`src/rtl/apb_reg_pkg.sv`:
```
`default_nettype none
// ============================================================================
//  Module      : apb_reg_pkg
//  Description : Shared constants for the APB register slave: register
//                offsets, FSM state encoding and the default ID word.
//  Revision    : 1.0  initial release
// ============================================================================
package apb_reg_pkg;

    // Register offsets within the 4 KB window
    localparam logic [11:0] OFS_R0     = 12'h000;
    localparam logic [11:0] OFS_R1     = 12'h004;
    localparam logic [11:0] OFS_R2     = 12'h008;
    localparam logic [11:0] OFS_R3     = 12'h00C;
    localparam logic [11:0] OFS_R4     = 12'h010;
    localparam logic [11:0] OFS_R5     = 12'h014;
    localparam logic [11:0] OFS_R6     = 12'h018;
    localparam logic [11:0] OFS_R7     = 12'h01C;
    localparam logic [11:0] OFS_ID     = 12'h020;
    localparam logic [11:0] OFS_STATUS = 12'h024;
    localparam logic [11:0] OFS_CYCLE  = 12'h028;
    localparam logic [11:0] OFS_WRCNT  = 12'h02C;
    localparam logic [11:0] OFS_LAST   = OFS_WRCNT;

    // Access FSM encoding (only used when wait states are built in)
    localparam logic [1:0] ST_IDLE = 2'd0;
    localparam logic [1:0] ST_WAIT = 2'd1;
    localparam logic [1:0] ST_DONE = 2'd2;

    // Default identification word ("UARB")
    localparam logic [31:0] ID_VALUE_DEFAULT = 32'h5541_5242;

    // Writable offsets are the eight general registers; everything above is read-only
    function automatic logic ofs_is_rw(input logic [11:0] ofs);
        return (ofs <= OFS_R7);
    endfunction

endpackage
`default_nettype wire

```
`src/rtl/apb_reg_bank.sv`:
```
`default_nettype none
// ============================================================================
//  Module      : apb_reg_bank
//  Description : Eight 32-bit RW registers with indexed write port and the
//                full read multiplexer (R0-R7, ID, STATUS, CYCLE, WRCNT).
//  Revision    : 1.0  initial release
// ============================================================================
module apb_reg_bank
    import apb_reg_pkg::*;
(
    input  logic        PCLK,
    input  logic        PRESETn,
    input  logic        wr_en_i,
    input  logic [2:0]  wr_idx_i,
    input  logic [31:0] wr_data_i,
    input  logic [11:0] rd_ofs_i,
    input  logic [31:0] id_i,
    input  logic [31:0] status_i,
    input  logic [31:0] cycle_i,
    input  logic [31:0] wrcnt_i,
    output logic [31:0] rd_data_o,
    output logic [31:0] r0_o
);

    logic [31:0] regs_q [8];

    // Register file: cleared by reset, one word written per committed access
    always_ff @(posedge PCLK or negedge PRESETn) begin
        if (!PRESETn) begin
            for (int i = 0; i < 8; i++) begin
                regs_q[i] <= '0;
            end
        end else if (wr_en_i) begin
            regs_q[wr_idx_i] <= wr_data_i;
        end
    end

    // Read mux; unmapped offsets read as zero (the error path masks them anyway)
    always_comb begin
        rd_data_o = '0;
        if (rd_ofs_i <= OFS_R7) begin
            rd_data_o = regs_q[rd_ofs_i[4:2]];
        end else begin
            case (rd_ofs_i)
                OFS_ID:     rd_data_o = id_i;
                OFS_STATUS: rd_data_o = status_i;
                OFS_CYCLE:  rd_data_o = cycle_i;
                OFS_WRCNT:  rd_data_o = wrcnt_i;
                default:    rd_data_o = '0;
            endcase
        end
    end

    assign r0_o = regs_q[0];

endmodule
`default_nettype wire

```
`src/rtl/apb_reg_slave.sv`:
```
`default_nettype none
// ============================================================================
//  Module      : apb_reg_slave
//  Description : APB register slave: 8 RW registers, ID/STATUS/CYCLE/WRCNT
//                read-only words, error reporting on PSLVERR.
//                Build macro APB_REG_SLAVE_WAIT_EN adds the IDLE/WAIT/DONE
//                access FSM with WAIT_CYCLES wait states; without it every
//                access completes in its first enable cycle.
//  Revision    : 1.0  initial release
// ============================================================================
module apb_reg_slave
    import apb_reg_pkg::*;
#(
    parameter logic [31:0] BASE_ADDR   = 32'h4000_0000,
    parameter int unsigned WAIT_CYCLES = 2,
    parameter logic [31:0] ID_VALUE    = ID_VALUE_DEFAULT
) (
    input  logic        PCLK,
    input  logic        PRESETn,
    input  logic        PSEL,
    input  logic        PENABLE,
    input  logic        PWRITE,
    input  logic [31:0] PADDR,
    input  logic [31:0] PWDATA,
    output logic [31:0] PRDATA,
    output logic        PREADY,
    output logic        PSLVERR,
    input  logic [31:0] i_status,
    output logic [31:0] o_ctrl
);

    // Transfer as seen by the decode/commit logic (captured or live)
    logic [31:0] xfer_addr;
    logic [31:0] xfer_wdata;
    logic        xfer_write;
    logic        xfer_done;

    logic [11:0] ofs;
    logic        hit;
    logic        err;
    logic        commit;
    logic [31:0] rd_data;
    logic [31:0] cycle_q, cycle_d;
    logic [31:0] wrcnt_q, wrcnt_d;

`ifdef APB_REG_SLAVE_WAIT_EN
    localparam logic [3:0] WAIT_LOAD = 4'(WAIT_CYCLES);

    logic [1:0]  state_q, state_d;
    logic [3:0]  wcnt_q, wcnt_d;
    logic [31:0] addr_q, wdata_q;
    logic        write_q;
    logic        pready_q;

    // Next-state: zero wait states go straight to DONE so PREADY lands in A+1
    always_comb begin
        state_d = state_q;
        wcnt_d  = wcnt_q;
        case (state_q)
            ST_IDLE: begin
                if (PSEL && PENABLE) begin
                    wcnt_d  = WAIT_LOAD;
                    state_d = (WAIT_LOAD == 4'd0) ? ST_DONE : ST_WAIT;
                end
            end
            ST_WAIT: begin
                if (!PSEL) begin
                    state_d = ST_IDLE;
                    wcnt_d  = '0;
                end else begin
                    wcnt_d = (wcnt_q == 4'd0) ? 4'd0 : wcnt_q - 4'd1;
                    if (wcnt_q <= 4'd1) begin
                        state_d = ST_DONE;
                    end
                end
            end
            ST_DONE: begin
                state_d = ST_IDLE;
                wcnt_d  = '0;
            end
            default: begin
                state_d = ST_IDLE;
                wcnt_d  = '0;
            end
        endcase
    end

    // FSM, wait counter and registered PREADY (high exactly while in DONE)
    always_ff @(posedge PCLK or negedge PRESETn) begin
        if (!PRESETn) begin
            state_q  <= ST_IDLE;
            wcnt_q   <= '0;
            pready_q <= 1'b0;
        end else begin
            state_q  <= state_d;
            wcnt_q   <= wcnt_d;
            pready_q <= (state_d == ST_DONE);
        end
    end

    // Latch the request at access start; the bus may change afterwards
    always_ff @(posedge PCLK or negedge PRESETn) begin
        if (!PRESETn) begin
            addr_q  <= '0;
            wdata_q <= '0;
            write_q <= 1'b0;
        end else if (state_q == ST_IDLE && PSEL && PENABLE) begin
            addr_q  <= PADDR;
            wdata_q <= PWDATA;
            write_q <= PWRITE;
        end
    end

    assign xfer_addr  = addr_q;
    assign xfer_wdata = wdata_q;
    assign xfer_write = write_q;
    assign xfer_done  = (state_q == ST_DONE);
    assign PREADY     = pready_q;
`else
    logic [3:0] unused_wait_cycles;
    assign unused_wait_cycles = 4'(WAIT_CYCLES);

    assign xfer_addr  = PADDR;
    assign xfer_wdata = PWDATA;
    assign xfer_write = PWRITE;
    assign xfer_done  = PSEL && PENABLE;
    assign PREADY     = 1'b1;
`endif

    assign ofs    = xfer_addr[11:0];
    assign hit    = (xfer_addr[31:12] == BASE_ADDR[31:12]);
    assign err    = !hit || (ofs > OFS_LAST) || (xfer_addr[1:0] != 2'b00)
                    || (xfer_write && !ofs_is_rw(ofs));
    assign commit = xfer_done && !err && xfer_write;

    assign PSLVERR = xfer_done && err;
    assign PRDATA  = (xfer_done && !err && !xfer_write) ? rd_data : '0;

    // Free-running cycle counter wraps; write counter saturates
    always_comb begin
        cycle_d = cycle_q + 32'd1;
        wrcnt_d = wrcnt_q;
        if (commit && (wrcnt_q != 32'hFFFF_FFFF)) begin
            wrcnt_d = wrcnt_q + 32'd1;
        end
    end

    // Counter state
    always_ff @(posedge PCLK or negedge PRESETn) begin
        if (!PRESETn) begin
            cycle_q <= '0;
            wrcnt_q <= '0;
        end else begin
            cycle_q <= cycle_d;
            wrcnt_q <= wrcnt_d;
        end
    end

    apb_reg_bank u_bank (
        .PCLK      (PCLK),
        .PRESETn   (PRESETn),
        .wr_en_i   (commit),
        .wr_idx_i  (xfer_addr[4:2]),
        .wr_data_i (xfer_wdata),
        .rd_ofs_i  (ofs),
        .id_i      (ID_VALUE),
        .status_i  (i_status),
        .cycle_i   (cycle_q),
        .wrcnt_i   (wrcnt_q),
        .rd_data_o (rd_data),
        .r0_o      (o_ctrl)
    );

endmodule
`default_nettype wire
```
`config.mk`:
```
export PLATFORM = sky130hd
export DESIGN_NAME = apb_reg_slave
export DESIGN_NICKNAME = d
export VERILOG_FILES = /design/src/rtl/apb_reg_pkg.sv /design/src/rtl/apb_reg_bank.sv /design/src/rtl/apb_reg_slave.sv
export SDC_FILE = /design/constraint.sdc
export NUM_CORES = 1
export LEC_CHECK = 0
export CORE_AREA = 2 2 129 225
export CTS_BUF_LIST = sky130_fd_sc_hd__clkbuf_4 sky130_fd_sc_hd__clkbuf_8 sky130_fd_sc_hd__clkbuf_16
export CTS_CLUSTER_SIZE = 20
export DETAILED_ROUTE_END_ITERATION = 12
export DIE_AREA = 0 0 131 227
export PLACE_DENSITY = 0.88
export REMOVE_ABC_BUFFERS = 1
export SKIP_CTS_REPAIR_TIMING = 1
export SLEW_MARGIN = 40
export SYNTH_ARGS = -nofsm -noshare
export SYNTH_HDL_FRONTEND = slang
export SYNTH_SLANG_ARGS = --single-unit
```
`constraint.sdc`:
```
create_clock -name PCLK -period 4 [get_ports PCLK]
set_input_delay 0.8 -clock PCLK [delete_from_list [all_inputs] [get_ports PCLK]]
set_output_delay 0.8 -clock PCLK [all_outputs]
set_load 0.02 [all_outputs]
```
==> out/results.txt <==
Worst path depth - 9
Arr. time, crit path - 3.18 ns
Status - finished clean
Routed wire per std cell - 23.9 µm
Routed Antenna Nets - 0
Fin cells - 1,706
Drt total wl - 40,800 µm
Peak supply drop - 0.338 mV
Min cycle time layout - 3.98 ns
Via/cell ratio - 6.22
Power Dens Cells - 349 nW/µm²
IO buf count - 165
Max-Cap Viols - 0
Site Rows - 81
Setup WS pre-CTS - -0.450 ns
Type of the worst min-delay path - input port to async pin
Initial DRC Count - 779
Avg Inst Size Synth - 13.5 µm²
Hpwl dp - 27,500 µm
First-pass GRT wire length - 63,600 µm
Most common cell after layout, fill and taps aside - dfrtp_1
Final Core Density - 0.679
RR Startpoint - cycle_q[2]
Final-report hold violation count - 0
Final Cell Area - 18,900 µm²
GRT Total Usage - 0.279
# DRC - 0
Skew-Pair Late Insertion Delay - 0.56 ns
Vias - 10,608
Yosys Warn Count - 0
Critical Path Max Stage Delay - 0.46 ns
Final nets - 1,414
CTS Buf Count - 28
Skew final - 0.0225 ns
Distinct cells, synth - 41
Die Wd - 131 µm
Most frequent cells in the layout - dfrtp_1, mux2_2, clkdlybuf4s50_1
Pin count of the biggest net entering global routing - 93
Crit-path cells - clkdlybuf4s50_1 > nor4_2 > nand4_1 > or2_4 > or3_4 > buf_6 > buf_4 > nor2_1 > dlymetal6s2s_1
Worst R2R End - cycle_q[31]
Post-synthesis sequential area ratio - 0.511
Post-synthesis async set-or-reset flop share - 1.00
Post-placement cell count - 1,654
Clock Pin Slew Worst Setup and Hold Paths - 0.06 ns
Die ar. - 29,700 µm²
Final total power - 6.61 mW
R2R depth - 6
Congestion Overflow GR - 0
Crit path max-delay family - simple AND/OR/NAND/NOR gates
Peak Freq - 251 MHz
CP max-delay cell - clkdlybuf4s50_1
Leak - 9.18 nW
RD Place Congestion - 0.962
Die Ht - 227 µm
Crit start category - input port
Max_slew headroom - 0.468
Final hold slack - 0.234 ns
Number of synthesized flops with an enable pin - 0
Core box area - 27,900 µm²
CTS tree - built
Share of layout cells above drive strength 1 - 0.354
Starting Density - 0.562
Critical path endpoint category - primary output
Vias in the first global route - 11,777
Max clock buf depth - 3
Required @ worst endpoint - 3.20 ns
Mapped Cells - 1,163
Crit Path Class - input port to primary output
Post-route setup slack - 0.0237 ns
Initial antenna violation count - 2
Yosys reg bits - 320
I/O Pins - 167
CP Buf/Inv Count - 4
H-tree depth - 1
Setup-failing EPs final - 0
Clock Sinks - 320
Ys flop type - dfrtp_1
Pre-antenna DRT Iters - 5
DP Area - 17,900 µm²
CTS root buffer - clkbuf_16
Synth-to-layout area growth - 20.7%
Crit path launch - PADDR[6]
Cell Area, Synth - 15,700 µm²
Slew Viols, Final - 0
TNS Setup - 0 ns
R2R Setup Slk - 1.37 ns
Crit path max fanout - 9
Period Utilization, post-route - 0.994
Tightest Pin Transition - 0.792 ns
## how the worst max path moves through the flow
stage | endpoint | slack, ns
CTS | PRDATA[26] | -0.48
global placement | PRDATA[23] | -0.32
global route | PRDATA[7] | -0.07
detailed placement | PRDATA[18] | -0.45
floorplan | PRDATA[13] | 0.15
finish | PRDATA[27] | 0.02
## report_power, final
group,leakage (nW),internal [mW],switching [mW],total [mW]
Combinational,4.21,0.166,0.213,0.379
Sequential,4.45,3.23,0.0000000000259,3.23
Clock,0.515,1.78,1.21,2.99
## kinds of logic after synthesis
kind of cell / count (synthesis) / synth area share
flip-flops: 320 / 0.511
AO/OA/AOI/OAI: 76 / 0.0343
XOR/XNOR: 61 / 0.0341
other: 1 / 0.000239
AND/OR/NAND/NOR: 213 / 0.0704
buffers and inverters: 114 / 0.0355
multiplexers: 376 / 0.313
adder cells (fa/ha/maj): 2 / 0.00160
## cell usage after synthesis, drive strengths merged, types with 2 or more instances
cell type / count / area (µm²)
buf: 50 / 317
xnor2: 49 / 429
ha: 2 / 25.0
nand2b: 3 / 18.8
o21ai: 2 / 10.0
xor2: 12 / 105
nor4: 10 / 92.6
and2: 3 / 18.8
nand4: 24 / 150
clkbuf: 53 / 199
o22ai: 5 / 31.3
a21o: 2 / 15.0
inv: 11 / 41.3
a221oi: 10 / 87.6
nand3b: 3 / 22.5
o22a: 15 / 131
mux2: 271 / 3050
dfrtp: 320 / 8010
a31oi: 6 / 37.5
and4: 7 / 61.3
mux2i: 41 / 410
nand2: 37 / 139
nand3: 35 / 175
or2: 2 / 12.5
nor2: 60 / 225
a22oi: 15 / 113
and3: 18 / 113
a21oi: 19 / 95.1
mux4: 64 / 1440
nor2b: 3 / 18.8
nor3: 4 / 20.0
## worst register-to-register path, cell delays in order (launching register included)
cell     delay [ns]
dfrtp_1        0.44
and4_1         0.27
nand4_1        0.30
or2_2          0.45
nor3_1         0.68
nand3_1        0.18
xnor2_1        0.22
## area by class of cell
class | count | area [µm²]
clock inverter | 13 | 199
timing repair buffer | 221 | 2230
fill | 1840 | 8950
tap | 373 | 467
clock buffer | 38 | 831
inverter | 11 | 41.3
sequential | 320 | 8010
antenna | 1 | 2.50
multi-input combinational | 729 | 7140
## metal layers
metal	GRT usage	part of all wire	vias up
met5	0	0	-
met4	0.158	0.052	0
met2	0.486	0.54	411
met3	0.0395	0.056	140
li1	-	-	4551
met1	0.327	0.36	5506
## registers in the layout, indices dropped and copies added, names as in the netlist
signal,flops
cycle_q,32
u_bank.r0_o,32
u_bank.regs_q,224
wrcnt_q,32
Power figures use the tool's default switching activity.
